**src/rtl/eb_pkg.sv**
```systemverilog
// Shared types and helpers for the elastic buffer (write and read sides).
// Holds the ordered-set FSM state enum, default COM/SKP symbol constants,
// and Gray/binary conversion functions sized to EB_PTR_MAX_W.
package eb_pkg;

  localparam int unsigned EB_SYM_W     = 10;
  localparam int unsigned EB_PTR_MAX_W = 16;

  // COM and SKP in both running disparities
  localparam logic [EB_SYM_W-1:0] EB_COM_P = 10'b001111_1010;
  localparam logic [EB_SYM_W-1:0] EB_COM_N = 10'b110000_0101;
  localparam logic [EB_SYM_W-1:0] EB_SKP_P = 10'b001111_1001;
  localparam logic [EB_SYM_W-1:0] EB_SKP_N = 10'b110000_0110;

  // Ordered-set tracking: NORMAL = data stream, OS_OPEN = COM seen and a
  // SKP may still be deleted, OS_DONE = this ordered set already lost a SKP.
  typedef enum logic [1:0] {
    NORMAL  = 2'd0,
    OS_OPEN = 2'd1,
    OS_DONE = 2'd2
  } eb_os_state_e;

  function automatic logic [EB_PTR_MAX_W-1:0] bin2gray(input logic [EB_PTR_MAX_W-1:0] b);
    return b ^ (b >> 1);
  endfunction

  // Prefix XOR from the MSB down; zero-extended inputs convert correctly.
  function automatic logic [EB_PTR_MAX_W-1:0] gray2bin(input logic [EB_PTR_MAX_W-1:0] g);
    logic [EB_PTR_MAX_W-1:0] b;
    b = g;
    for (int s = 1; s < int'(EB_PTR_MAX_W); s = s * 2) begin
      b = b ^ (b >> s);
    end
    return b;
  endfunction

endpackage

```
**src/rtl/elastic_write_ctrl_if.sv**
```systemverilog
// Write-side bundle of the elastic buffer.
// master: symbol source / read-side pointer / control (drives inputs).
// slave : elastic_write_ctrl (drives write strobe, pointers, status).
interface elastic_write_ctrl_if #(
  parameter int unsigned DATA_WIDTH   = 10,
  parameter int unsigned BUFFER_DEPTH = 16
);
  localparam int unsigned PW = $clog2(BUFFER_DEPTH) + 1;

  logic [DATA_WIDTH-1:0] data_in;
  logic                  data_valid;
  logic                  delete_req;
  logic [PW-1:0]         gray_read_pointer;
  logic                  overflow_clr;

  logic                  write_en;
  logic [PW-1:0]         write_address;
  logic [PW-1:0]         gray_write_pointer;
  logic [PW-1:0]         fill_level;
  logic                  full;
  logic                  overflow;
  logic                  skp_removed;
  logic                  skp_added;

  modport master (
    output data_in, data_valid, delete_req, gray_read_pointer, overflow_clr,
    input  write_en, write_address, gray_write_pointer, fill_level,
           full, overflow, skp_removed, skp_added
  );

  modport slave (
    input  data_in, data_valid, delete_req, gray_read_pointer, overflow_clr,
    output write_en, write_address, gray_write_pointer, fill_level,
           full, overflow, skp_removed, skp_added
  );

endinterface

```
**src/rtl/eb_bin2gray.sv**
```systemverilog
// Binary to Gray pointer encoder, shared by the write and read sides.
// Ports: bin_i (binary pointer), gray_o (Gray-coded pointer, combinational).
module eb_bin2gray #(
  parameter int unsigned W = 5
) (
  input  logic [W-1:0] bin_i,
  output logic [W-1:0] gray_o
);

  assign gray_o = bin_i ^ (bin_i >> 1);

endmodule

```
**src/rtl/elastic_write_ctrl.sv**
```systemverilog
// Write-side controller of a clock-compensation elastic buffer.
// Generates the buffer write strobe and pointers, tracks occupancy against
// the synchronised read pointer, deletes at most one SKP per ordered set,
// and flags overflow / SKP add opportunities.
// Ports: write_clk, rst_n (async, active-low), eb (elastic_write_ctrl_if.slave):
//   in : data_in, data_valid, delete_req, gray_read_pointer, overflow_clr
//   out: write_en, full, gray_write_pointer (combinational);
//        write_address, fill_level, overflow, skp_removed, skp_added (registered)
// Build option: EB_AUTO_DELETE_EN selects fill-level driven SKP deletion
// (fill_level >= HIGH_WM) instead of delete_req.
module elastic_write_ctrl
  import eb_pkg::*;
#(
  parameter int unsigned           DATA_WIDTH   = 10,
  parameter int unsigned           BUFFER_DEPTH = 16,
  parameter logic [DATA_WIDTH-1:0] COM_P        = DATA_WIDTH'(EB_COM_P),
  parameter logic [DATA_WIDTH-1:0] COM_N        = DATA_WIDTH'(EB_COM_N),
  parameter logic [DATA_WIDTH-1:0] SKP_P        = DATA_WIDTH'(EB_SKP_P),
  parameter logic [DATA_WIDTH-1:0] SKP_N        = DATA_WIDTH'(EB_SKP_N),
  parameter int unsigned           HIGH_WM      = 12,
  parameter int unsigned           LOW_WM       = 4
) (
  input logic           write_clk,
  input logic           rst_n,
  elastic_write_ctrl_if.slave eb
);

  localparam int unsigned AW = $clog2(BUFFER_DEPTH);
  localparam int unsigned PW = AW + 1;

  eb_os_state_e  state_q, state_d;
  logic [PW-1:0] write_address_q, write_address_d;
  logic [PW-1:0] fill_level_q, fill_level_d;
  logic          overflow_q, overflow_d;
  logic          skp_removed_q, skp_removed_d;
  logic          skp_added_q, skp_added_d;

  logic [PW-1:0] gray_wr_c;
  logic [PW-1:0] rd_bin_c;
  logic          full_c;
  logic          accept_c;
  logic          drop_c;
  logic          write_en_c;
  logic          is_com_c;
  logic          is_skp_c;
  logic          del_cond_c;

  eb_bin2gray #(.W(PW)) u_wr_gray (
    .bin_i  (write_address_q),
    .gray_o (gray_wr_c)
  );

  assign rd_bin_c = PW'(gray2bin(EB_PTR_MAX_W'(eb.gray_read_pointer)));

  // Full when the write pointer is exactly one lap (BUFFER_DEPTH) ahead.
  assign full_c = (gray_wr_c == {~eb.gray_read_pointer[AW -: 2],
                                 eb.gray_read_pointer[AW-2:0]});

  assign is_com_c = (eb.data_in == COM_P) || (eb.data_in == COM_N);
  assign is_skp_c = (eb.data_in == SKP_P) || (eb.data_in == SKP_N);

`ifdef EB_AUTO_DELETE_EN
  assign del_cond_c = (fill_level_q >= PW'(HIGH_WM));
`else
  assign del_cond_c = eb.delete_req;
`endif

  // Symbols discarded by overflow do not advance the ordered-set tracking.
  assign accept_c = eb.data_valid & ~full_c;

  // Ordered-set FSM: next state and SKP drop decision.
  always_comb begin
    state_d = state_q;
    drop_c  = 1'b0;
    if (accept_c) begin
      if (is_com_c) begin
        state_d = OS_OPEN;
      end else if (is_skp_c) begin
        if ((state_q == OS_OPEN) && del_cond_c) begin
          drop_c  = 1'b1;
          state_d = OS_DONE;
        end
      end else begin
        state_d = NORMAL;
      end
    end
  end

  assign write_en_c = accept_c & ~drop_c;

  // Next values of the registered outputs.
  always_comb begin
    write_address_d = write_address_q + PW'(write_en_c);
    fill_level_d    = write_address_q - rd_bin_c;
    skp_removed_d   = drop_c;
    skp_added_d     = write_en_c & is_skp_c & (fill_level_q < PW'(LOW_WM));
    overflow_d      = overflow_q;
    if (eb.data_valid && full_c) begin
      overflow_d = 1'b1;
    end else if (eb.overflow_clr) begin
      overflow_d = 1'b0;
    end
  end

  always_ff @(posedge write_clk or negedge rst_n) begin
    if (!rst_n) begin
      state_q         <= NORMAL;
      write_address_q <= '0;
      fill_level_q    <= '0;
      overflow_q      <= 1'b0;
      skp_removed_q   <= 1'b0;
      skp_added_q     <= 1'b0;
    end else begin
      state_q         <= state_d;
      write_address_q <= write_address_d;
      fill_level_q    <= fill_level_d;
      overflow_q      <= overflow_d;
      skp_removed_q   <= skp_removed_d;
      skp_added_q     <= skp_added_d;
    end
  end

  assign eb.write_en           = write_en_c;
  assign eb.full               = full_c;
  assign eb.gray_write_pointer = gray_wr_c;
  assign eb.write_address      = write_address_q;
  assign eb.fill_level         = fill_level_q;
  assign eb.overflow           = overflow_q;
  assign eb.skp_removed        = skp_removed_q;
  assign eb.skp_added          = skp_added_q;

endmodule
```
**src/flat_wrapper.sv**
```systemverilog
// flat-port wrapper written by rule: the top's interface ports become plain ports
module elastic_write_ctrl_flat import eb_pkg::*;
#(
  parameter int unsigned           DATA_WIDTH   = 10,
  parameter int unsigned           BUFFER_DEPTH = 16,
  parameter logic [DATA_WIDTH-1:0] COM_P        = DATA_WIDTH'(EB_COM_P),
  parameter logic [DATA_WIDTH-1:0] COM_N        = DATA_WIDTH'(EB_COM_N),
  parameter logic [DATA_WIDTH-1:0] SKP_P        = DATA_WIDTH'(EB_SKP_P),
  parameter logic [DATA_WIDTH-1:0] SKP_N        = DATA_WIDTH'(EB_SKP_N),
  parameter int unsigned           HIGH_WM      = 12,
  parameter int unsigned           LOW_WM       = 4
)
  (write_clk, rst_n, eb_data_in, eb_data_valid, eb_delete_req, eb_gray_read_pointer, eb_overflow_clr, eb_write_en, eb_write_address, eb_gray_write_pointer, eb_fill_level, eb_full, eb_overflow, eb_skp_removed, eb_skp_added);
  elastic_write_ctrl_if #(.DATA_WIDTH(DATA_WIDTH), .BUFFER_DEPTH(BUFFER_DEPTH)) eb_i ();
  input logic write_clk;
  input logic rst_n;
  input wire logic [$bits(eb_i.data_in)-1:0] eb_data_in;
  input wire logic [$bits(eb_i.data_valid)-1:0] eb_data_valid;
  input wire logic [$bits(eb_i.delete_req)-1:0] eb_delete_req;
  input wire logic [$bits(eb_i.gray_read_pointer)-1:0] eb_gray_read_pointer;
  input wire logic [$bits(eb_i.overflow_clr)-1:0] eb_overflow_clr;
  output wire logic [$bits(eb_i.write_en)-1:0] eb_write_en;
  output wire logic [$bits(eb_i.write_address)-1:0] eb_write_address;
  output wire logic [$bits(eb_i.gray_write_pointer)-1:0] eb_gray_write_pointer;
  output wire logic [$bits(eb_i.fill_level)-1:0] eb_fill_level;
  output wire logic [$bits(eb_i.full)-1:0] eb_full;
  output wire logic [$bits(eb_i.overflow)-1:0] eb_overflow;
  output wire logic [$bits(eb_i.skp_removed)-1:0] eb_skp_removed;
  output wire logic [$bits(eb_i.skp_added)-1:0] eb_skp_added;
  assign eb_i.data_in = eb_data_in;
  assign eb_i.data_valid = eb_data_valid;
  assign eb_i.delete_req = eb_delete_req;
  assign eb_i.gray_read_pointer = eb_gray_read_pointer;
  assign eb_i.overflow_clr = eb_overflow_clr;
  assign eb_write_en = eb_i.write_en;
  assign eb_write_address = eb_i.write_address;
  assign eb_gray_write_pointer = eb_i.gray_write_pointer;
  assign eb_fill_level = eb_i.fill_level;
  assign eb_full = eb_i.full;
  assign eb_overflow = eb_i.overflow;
  assign eb_skp_removed = eb_i.skp_removed;
  assign eb_skp_added = eb_i.skp_added;
  elastic_write_ctrl #(.DATA_WIDTH(DATA_WIDTH), .BUFFER_DEPTH(BUFFER_DEPTH), .COM_P(COM_P), .COM_N(COM_N), .SKP_P(SKP_P), .SKP_N(SKP_N), .HIGH_WM(HIGH_WM), .LOW_WM(LOW_WM)) u_core (.write_clk(write_clk), .rst_n(rst_n), .eb(eb_i));
endmodule
```
**config.mk**
```make
export PLATFORM = sky130hd
export DESIGN_NAME = elastic_write_ctrl_flat
export DESIGN_NICKNAME = d
export VERILOG_FILES = /design/src/rtl/eb_pkg.sv /design/src/rtl/elastic_write_ctrl_if.sv /design/src/rtl/eb_bin2gray.sv /design/src/rtl/elastic_write_ctrl.sv /design/src/flat_wrapper.sv
export SDC_FILE = /design/constraint.sdc
export NUM_CORES = 1
export LEC_CHECK = 0
export ABC_AREA = 1
export BUFFER_PORTS_ARGS = -buffer_cell sky130_fd_sc_hd__buf_2
export CORE_AREA = 2 2 47 49
export CTS_BUF_LIST = sky130_fd_sc_hd__clkbuf_2
export DETAILED_ROUTE_END_ITERATION = 8
export DIE_AREA = 0 0 49 51
export PLACE_DENSITY = 0.82
export REMOVE_ABC_BUFFERS = 1
export SYNTH_ARGS = -nofsm -noshare
export SYNTH_HDL_FRONTEND = slang
export SYNTH_SLANG_ARGS = --single-unit
export TNS_END_PERCENT = 1
```
**constraint.sdc**
```tcl
create_clock -name write_clk -period 5.91 [get_ports write_clk]
set_input_delay 0.8865 -clock write_clk [delete_from_list [all_inputs] [get_ports write_clk]]
set_output_delay 0.8865 -clock write_clk [all_outputs]
set_load 0.01 [all_outputs]
```
# --- Word-level counts from Yosys, hierarchy flattened ---
# Cells that the tools add are included.
word_totals:
  output_inout_bits: 20
  romBits: 0
  memories: 0
  wordCells: 43
  input_bits: 20
  ramBits: 0
  reg_bits: 15
  latchBits: 0
op_classes:
  div_mod_pow: 0
  mux: 9
  n_shift: 0
  reduce_logical: 6
  addsub: 2
  bitwise_logic: 12
  n_eq_ne: 7
  magnitude_cmp: 1
  mul: 0
ops:
  columns: ["cell", "count"]
  rows:
  - ["$eq A10 B10 Y1 const B", 2]
  - ["$eq A10 B8 Y1 const B", 2]
  - ["$xor A13 B12 Y13", 1]
  - ["$xor A5 B4 Y5", 2]
  - ["$mux W1", 6]
  - ["$mux W2", 3]
  - ["$add A5 B1 Y5", 1]
  - ["$eq A5 B5 Y1", 1]
  - ["$lt A5 B3 Y1 const B", 1]
  - ["$sub A5 B5 Y5", 1]
  - ["$xor A5 B3 Y5", 1]
  - ["$xor A5 B5 Y5", 1]
  - ["$and A1 B1 Y1", 4]
  - ["$ne A3 B2 Y1 const B", 1]
  - ["$eq A2 B1 Y1 const B", 1]
  - ["$logic_and A1 B1 Y1", 2]
  - ["$logic_or A1 B1 Y1", 2]
  - ["$not A1 Y1", 2]
  - ["$not A2 Y2", 1]
  - ["$reduce_and A2 Y1", 1]
  - ["$reduce_bool A2 Y1", 1]

# --- Longest topological paths before layout ---
# Gate-level depths: netlist of the first run.
depth:
  word_depth: 10
  depth_mapped: 13
  ltp_nobuf: 13

# --- By module ---
# From an unflattened synthesis of the first run, not the netlist that was laid out.
unflattened:
  cells_unflattened: 125
  area_unflattened_um2: 998.5
modules_own_cells:
  columns: ["module", "seq_area_each_um2", "instances", "area_per_inst_um2", "cells_per_inst"]
  rows:
  - ["elastic_write_ctrl", 375.4, 1, 927.1, 107]
  - ["eb_bin2gray", 0.0, 1, 71.3, 18]

# --- Worst setup path before layout of the first run ---
# No wires, ideal clock.
synth_timing:
  kind: "in2reg"
  startpoint: "input port eb_gray_read_pointer[3]"
  endpoint: "register u_core.fill_level_q[4] (netlist: u_core.eb.fill_level[4])"
  t_arrival_ns: 2.319
  t_required_ns: 5.830
  path_buffers: 0
  cell_stages: 9
  setup_time_ns: 0.080
  setup_slack_ns: 3.511
  cell_sequence: "inv_1 > nand2_1 > and2_4 > xnor2_4 > xor2_1 > ha_1 > fa_1 > o21ai_0 > xnor2_1"
synth_between:
  elab_chain_cells: 5
synth_lines:
  columns: ["element", "line_no", "rtl"]
  rows:
  - ["start, declared", "flat_wrapper.sv:20", "input wire logic [$bits(eb_i.gray_read_pointer)-1:0] eb_gray_read_pointer;"]
  - ["$xor A5 B4 Y5", "eb_pkg.sv:32", "b = b ^ (b >> s);"]
  - ["$xor A5 B3 Y5", "eb_pkg.sv:32", null]
  - ["$xor A13 B12 Y13", "eb_pkg.sv:32", null]
  - ["$xor A5 B5 Y5", "eb_pkg.sv:32", null]
  - ["$sub A5 B5 Y5", "elastic_write_ctrl.sv:94", "fill_level_d = write_address_q - rd_bin_c;"]
  - ["via u_core.fill_level_d[4]", "elastic_write_ctrl.sv:33", "logic [PW-1:0] fill_level_q, fill_level_d;"]
  - ["end signal, assigned", "elastic_write_ctrl.sv:116", "fill_level_q <= fill_level_d;"]
  - ["end, declared", "elastic_write_ctrl.sv:33", null]
# The timed path passes the listed nets, and every way through them passes these cells.
# A chain may end at the register's enable or synchronous reset.

# --- Worst setup path in the final report of the first run ---
layout_timing:
  startpoint: "register u_core.write_address_q[1] (netlist: u_core.eb.write_address[1])"
  endpoint: "output port eb_write_en"
layout_between:
  elab_chain_cells: 7
layout_lines:
  columns: ["element", "line_no", "rtl"]
  rows:
  - ["start, declared", "elastic_write_ctrl.sv:32", "logic [PW-1:0] write_address_q, write_address_d;"]
  - ["start signal, assigned", "elastic_write_ctrl.sv:115", "write_address_q <= write_address_d;"]
  - ["$xor A5 B4 Y5 (*)", "eb_bin2gray.sv:10", "assign gray_o = bin_i ^ (bin_i >> 1);"]
  - ["$eq A5 B5 Y1 (*)", "elastic_write_ctrl.sv:56", "assign full_c = (gray_wr_c == {~eb.gray_read_pointer[AW -: 2],"]
  - ["$not A1 Y1 (*)", "elastic_write_ctrl.sv:69", "assign accept_c = eb.data_valid & ~full_c;"]
  - ["$and A1 B1 Y1 (*)", "elastic_write_ctrl.sv:69", null]
  - ["$mux W1", "elastic_write_ctrl.sv:75", "if (accept_c) begin"]
  - ["$not A1 Y1", "elastic_write_ctrl.sv:89", "assign write_en_c = accept_c & ~drop_c;"]
  - ["$and A1 B1 Y1 (*)", "elastic_write_ctrl.sv:89", null]
  - ["end, declared", "flat_wrapper.sv:22", "output wire logic [$bits(eb_i.write_en)-1:0] eb_write_en;"]
# Mark *: on every way between the ends. The rest lies on a longest branch, timed or not.

==> results of run 1 <==
## flip-flops by register name, summed over array words and instances (netlist names)
signal and cells:
u_core.eb.fill_level 5, u_core.eb.overflow 1, u_core.eb.skp_added 1, u_core.eb.skp_removed 1, u_core.eb.write_address 5, u_core.state_q 2
## metrics by stage
step,std cells,cell area [sq um],total power (W),setup WS (ns),util (%)
2_1_floorplan,133,1010,0.000375,3.51,-
3_3_place_gp,200,1240,0.000470,3.22,60.3
3_5_place_dp,200,1240,0.000490,3.20,60.3
4_1_cts,204,1260,0.000541,3.12,61.3
5_1_grt,204,1260,0.000589,2.99,61.3
6_report,204,1260,0.000537,3.15,61.3
## power breakdown
part,switching (W),internal [W],leakage [nW]
clock,0.0000350,0.0000153,0.0164
combinational,0.000178,0.000132,0.569
sequential,0.0000363,0.000141,0.186
total,0.000249,0.000288,0.771
## worst max path at each step
stage / from / to / slack, ns / cells past startpoint
final: u_core.eb.write_address[1] / eb_write_en / 3.15 / 10
after global routing: u_core.eb.write_address[1] / eb_write_en / 2.99 / 10
after CTS: u_core.eb.write_address[1] / eb_write_en / 3.12 / 10
after detailed placement: eb_gray_read_pointer[4] / eb_write_en / 3.20 / 10
after global placement: eb_gray_read_pointer[4] / eb_write_en / 3.22 / 10
after floorplan: eb_gray_read_pointer[3] / u_core.eb.fill_level[4] / 3.51 / 9
## final cells by class
cell class / instances / area (sq um) / area share [%]
Inverter: 25 / 93.8 / 7.42
Sequential cell: 15 / 375 / 29.7
Multi-Input combinational cell: 93 / 546 / 43.1
Timing Repair Buffer: 39 / 195 / 15.4
Clock inverter: 1 / 5.00 / 0.396
Clock buffer: 3 / 15.0 / 1.19
Tap cell: 28 / 35.0 / 2.77
## synthesized netlist by cell type
| master | n |
|---|---|
| nand3_1 | 6 |
| xnor2_1 | 3 |
| inv_2 | 1 |
| inv_1 | 24 |
| nor2_1 | 9 |
| buf_4 | 1 |
| nand3_2 | 1 |
| dfrtp_1 | 15 |
| nand3b_1 | 1 |
| a21oi_1 | 2 |
| nand2_1 | 45 |
| xor2_1 | 7 |
| o21ai_0 | 4 |
| nor3_1 | 3 |
| ha_1 | 8 |
| and2_4 | 1 |
| nand2_2 | 1 |
| xnor2_4 | 1 |
| fa_1 | 1 |
## cell families after synthesis
logic type / share of synthesized area [%]
simple gates: 27.4
fa+ha+maj: 11.8
flops: 36.7
xor+xnor: 11.3
buf+inv: 9.91
compound gates: 2.94
## worst register-to-register path, cell delays in order, from the launching register on
cell and delay (ns):
dfrtp_1 0.49, ha_1 0.35, inv_1 0.06, nand2_1 0.05
nand2_1 0.05, nand2_1 0.05, nor2_1 0.13, nand3_2 0.11
nand2_2 0.10, nor2_1 0.06, ha_1 0.21, ha_1 0.22
nand2_1 0.09, xor2_1 0.14
## metal layers
layer	up-vias	global-route usage, %	wire length (um)
met5	-	0	0
li1	488	-	-
met1	446	21.3	895
met3	4	2.92	124
met2	31	40.6	1200
met4	0	10.0	42
==> impl_metrics.tcl, run 1 <==
set metrics [dict create \
    status "finished clean" \
    critPathRequiredTime_ns 5.02 \
    routed_wl_mm 2.26 \
    cts_resized 0 \
    drv_slew 0 \
    cts_buffer_depth 2 \
    yosysSeqAreaShare_pct 36.7 \
    synth.area.top_cells "dfrtp_1 37%, nand2_1 17%, ha_1 9.8%" \
    insertion_delay_ns 0.30 \
    r2r-start "u_core.eb.write_address[1]" \
    nets 206 \
    cts.reportedPaths.clkPinSlew_ns 0.15 \
    clkSinkCount 15 \
    path_cells "ha_1, inv_1, nand2_1, nand2_1, nand2_1, nor2_1, nand3_2, nand2_2, nor2_1, buf_2" \
    areaGrowthSynthToFinish_pct 23.7 \
    setup_tns_ns 0 \
    dieHeight_um 51 \
    vias_per_cell 4.75 \
    overflow 0 \
    layout_commonest_cell "nand2_1" \
    coreArea_sq_um 2060 \
    relSlewSlack_pct 77.9 \
    grt_max_degree 16 \
    r2r_end "u_core.eb.write_address[4]" \
    slowest_delay_ns 0.49 \
    postCtsSetupBuffers 0 \
    crit_path_top_delay_cell "dfrtp_1" \
    layout_common_cells "45 x nand2_1, 39 x buf_2, 24 x inv_1, 15 x dfrtp_1, 9 x nor2_1" \
    drtAntennaViolNets 0 \
    path_buf_inv 2 \
    start_kind "flip-flop" \
    crit_family "simple AND/OR/NAND/NOR gates" \
    power_density_nw_per_um2 425 \
    path_common_cell "nand2_1" \
    cap_violations 0 \
    num-fill-cells 197 \
    hold_violations 0 \
    cts_max_level 1 \
    period_share_pct 46.7 \
    vias 969 \
    dr.pass1.iters 4 \
    cp_max_fo 7 \
    gp_congestion 0.819 \
    clock-root-buffer "clkbuf_2" \
    final_layout_size_suffix_gt1_share_pct 27.3 \
    endpoint_kind "output pin" \
    drt_iter0_markers 5 \
    path_class "flip-flop to output pin" \
    placementRows 17 \
    port_buffers 39 \
    fp.dieW_um 49 \
    netlist.top_cell.by_area "dfrtp_1" \
    synth-seq-cells 15 \
    clock.fmax_mhz 362 \
    synth_cells 134 \
    peakVddDrop_mv 0.310 \
    p_leak_nw 0.771 \
    period_needed_ns 2.76 \
    r2r_cells 13 \
    netlist-cell-type-count 19 \
    place.detailed.hpwl_mm 1.87 \
    wl_per_cell_um 11.1 \
    cts_tree "yes" \
    grt_pass1_vias 915 \
    hold_class "input pin to asynchronous set/reset pin" \
    grt_usage_pct 20.6 \
    grt_first_pass_wirelength_mm 3.83 \
    hold_slack_ns 0.458 \
    cts_buffers 3 \
    arrival_ns 1.88 \
    ios 40 \
    drcViolationCount 0 \
    rsz0062_at_grt "no" \
    start_util_pct 49.5 \
    skew_ns 0.00106 \
    syn_area_sq_um 1020 \
    syn-mean-instance-area_sq_um 7.63 \
    worst_pin_slew_ns 0.331 \
    r2r_setup_slack_ns 3.74 \
    setup_violations 0 \
    antenna_found_initial 0 \
    synth_top_area_share_pct 36.7 \
    n_antenna_cell 0 \
    die_area_sq_um 2500 \
    yosys_warnings 0 \
    holdBufCountCts 0 \
]
Power figures use the tool's default switching activity.
==> run 2, diff against run 1 <==
Settings changed: ABC_AREA 1 to 0, CORE_AREA 2 2 47 49 to 2 2 48 50, DIE_AREA 0 0 49 51 to 0 0 50 52, PLACE_DENSITY 0.82 to 0.77.
Clock period 5.91 ns to 2.73 ns, I/O delays scaled along.
==> impl_metrics.tcl, run 2 <==
set metrics [dict create \
    status "finished clean" \
    netlist_top_cells_count "15 x dfrtp_1, 9 x inv_1, 8 x ha_1, 8 x xnor2_1, 8 x xor2_1" \
    use_met1_pct 19.9 \
    vias_per_cell 5.01 \
    synth_compound_area_share_pct 9.66 \
    p_leak_nw 0.648 \
    r2r_setup_slack_ns 0.43 \
    synth-seq-cells 15 \
    cts_buffer_depth 2 \
    setup_violations 0 \
    areaGrowthSynthToFinish_pct 25.7 \
    layout_commonest_cell "buf_2" \
    r2r_end "u_core.eb.write_address[2]" \
    period_share_pct 89.5 \
    cts.reportedPaths.clkPinSlew_ns 0.16 \
    syn_area_sq_um 985 \
    p_switching_w 0.000547 \
    cp-startpoint "u_core.eb.write_address[1]" \
    met3_usage_pct 2.87 \
    gp_congestion 0.764 \
    regArea_sq_um 375 \
    antenna_found_initial 0 \
    cp-endpoint "eb_write_en" \
    netlist-cell-type-count 32 \
    met2_usage_pct 31.1 \
    fp.dieW_um 50 \
    endpoint_kind "output pin" \
    p_seq_share_pct 31.6 \
    path_class "flip-flop to output pin" \
    cp_max_fo 7 \
    skew_ns 0.00503 \
    netlist.top_cell.by_area "dfrtp_1" \
    worst_pin_slew_ns 0.465 \
    grt_pass1_vias 769 \
    clock.fmax_mhz 409 \
    hold_violations 0 \
    place.detailed.hpwl_mm 1.70 \
    postCtsSetupBuffers 0 \
    relSlewSlack_pct 68.6 \
    vias 806 \
    drcViolationCount 0 \
    synthMuxAreaShare_pct 0 \
    arrival_ns 2.03 \
    drt_iter0_markers 15 \
    port_buffers 39 \
    start_kind "flip-flop" \
    ios 40 \
    top_usage_layer "met2" \
    overflow 0 \
    cts_tree "yes" \
    synthXorXnorAreaFrac_pct 18.2 \
    yosys.area_share.simple_pct 17.7 \
    power_density_nw_per_um2 1000 \
    multiInputGateArea_sq_um 568 \
    power_frac_clock_pct 8.6 \
    r2r_cells 8 \
    p_int_w 0.000693 \
    synth_top_family_by_area "XOR/XNOR gates" \
    power_frac_comb_pct 59.8 \
    r2r-start "u_core.eb.write_address[1]" \
    post-route-util_pct 58.8 \
    yosysMostFrequentCell "dfrtp_1" \
    yosys_warnings 0 \
    hold_class "input pin to flip-flop" \
    grt_usage_pct 16.9 \
    synth_cells 90 \
    rsz0062_at_grt "no" \
    die_area_sq_um 2600 \
    synth_edf_count 0 \
    synthFlopType "dfrtp_1" \
    synth_top_area_share_pct 38.1 \
    synthAdderAreaFrac_pct 12.2 \
    drtAntennaViolNets 0 \
    insertion_delay_ns 0.28 \
    dieHeight_um 52 \
    n_antenna_cell 0 \
    peakVddDrop_mv 0.854 \
    drv_slew 0 \
    cap_violations 0 \
    period_needed_ns 2.44 \
    cts_max_level 1 \
    total_power_w 0.00124 \
    placementRows 17 \
    clkSinkCount 15 \
    num-fill-cells 186 \
    syn-mean-instance-area_sq_um 10.9 \
    final_layout_size_suffix_gt1_share_pct 38.3 \
    grt_max_degree 16 \
    nets 163 \
    grt_first_pass_wirelength_mm 3.34 \
    layout_common_cells "39 x buf_2, 15 x dfrtp_1, 9 x inv_1" \
    routed_wl_mm 2.02 \
    yosysSeqAreaShare_pct 38.1 \
    critPathRequiredTime_ns 2.32 \
    setup_tns_ns 0 \
    wl_per_cell_um 12.5 \
    start_util_pct 46.8 \
    netSwitchingFraction_pct 44.1 \
    synth.area.top_cells "dfrtp_1 38%, ha_1 10%, xnor2_1 7.1%" \
    coreArea_sq_um 2110 \
    cts_buffers 3 \
    async_reset_ff_share_pct 100 \
    clock-root-buffer "clkbuf_2" \
    dr.pass1.iters 4 \
]
run 2: layout make-up:
class | instances | share of cell area (%)
clock buffer | 3 | 1.21
clock inverter | 1 | 0.404
inverter | 9 | 2.73
multi-input combinational | 65 | 45.9
sequential | 15 | 30.3
tap | 28 | 2.83
timing repair buffer | 40 | 16.6
run 2: stage by stage:
stage,setup WS [ns],std cells,instance area [sq um],hold WS (ns)
2_1_floorplan,0.515,89,977,0.114
3_3_place_gp,0.310,156,1210,0.329
3_5_place_dp,0.226,156,1210,0.332
4_1_cts,0.288,160,1230,0.00206
5_1_grt,0.121,161,1240,0.248
6_report,0.288,161,1240,0.284
run 2: layer usage:
metal  vias to the layer above  wire (um)
li1                        405          -
met1                       372        836
met2                        27       1070
met3                         2         97
met4                         0         14
met5                         -          0
run 2: how the worst min path moves through the flow:
stage,start,endpoint,slack [ns],cells past startpoint
after floorplan,rst_n,u_core.eb.fill_level[0],0.11,0
after global placement,rst_n,u_core.eb.fill_level[0],0.33,1
after detailed placement,rst_n,u_core.eb.fill_level[0],0.33,1
after CTS,rst_n,u_core.eb.fill_level[2],0.002,1
after global routing,eb_overflow_clr,u_core.eb.overflow,0.25,2
final,eb_overflow_clr,u_core.eb.overflow,0.28,2
run 2: timing repair:
action,4_1_cts,5_1_grt
hold buffers,0,1
endpoints found under the setup margin,0,0
gates resized for setup,0,0
hold endpoints to repair,0,9
run 2: power by group through the flow:
stage	Clock, W	Sequential [W]	Combinational, W
detailed placement	0	0.000397	0.000741
floorplan	0	0.000433	0.000453
global placement	0	0.000391	0.000717
finish	0.000107	0.000391	0.000741
global route	0.000125	0.000402	0.000822
CTS	0.000110	0.000393	0.000750
run 2: cells by family (layout without fill, tap and decap cells):
family | after synthesis | after routing
xor gates and xnor gates | 18 | 18
AOI/OAI and AO/OA | 14 | 14
DFF | 15 | 15
buffers and inverters | 10 | 53
and+or+nand+nor | 24 | 24
adders and majority gates | 9 | 9
run 2: worst max-delay path, stage by stage, from the launching register on:
cell and delay [ns]:
dfrtp_1 0.49, ha_1 0.35, xnor2_1 0.20, nand4_1 0.18
o21ai_1 0.26, a21oi_1 0.11, buf_2 0.16
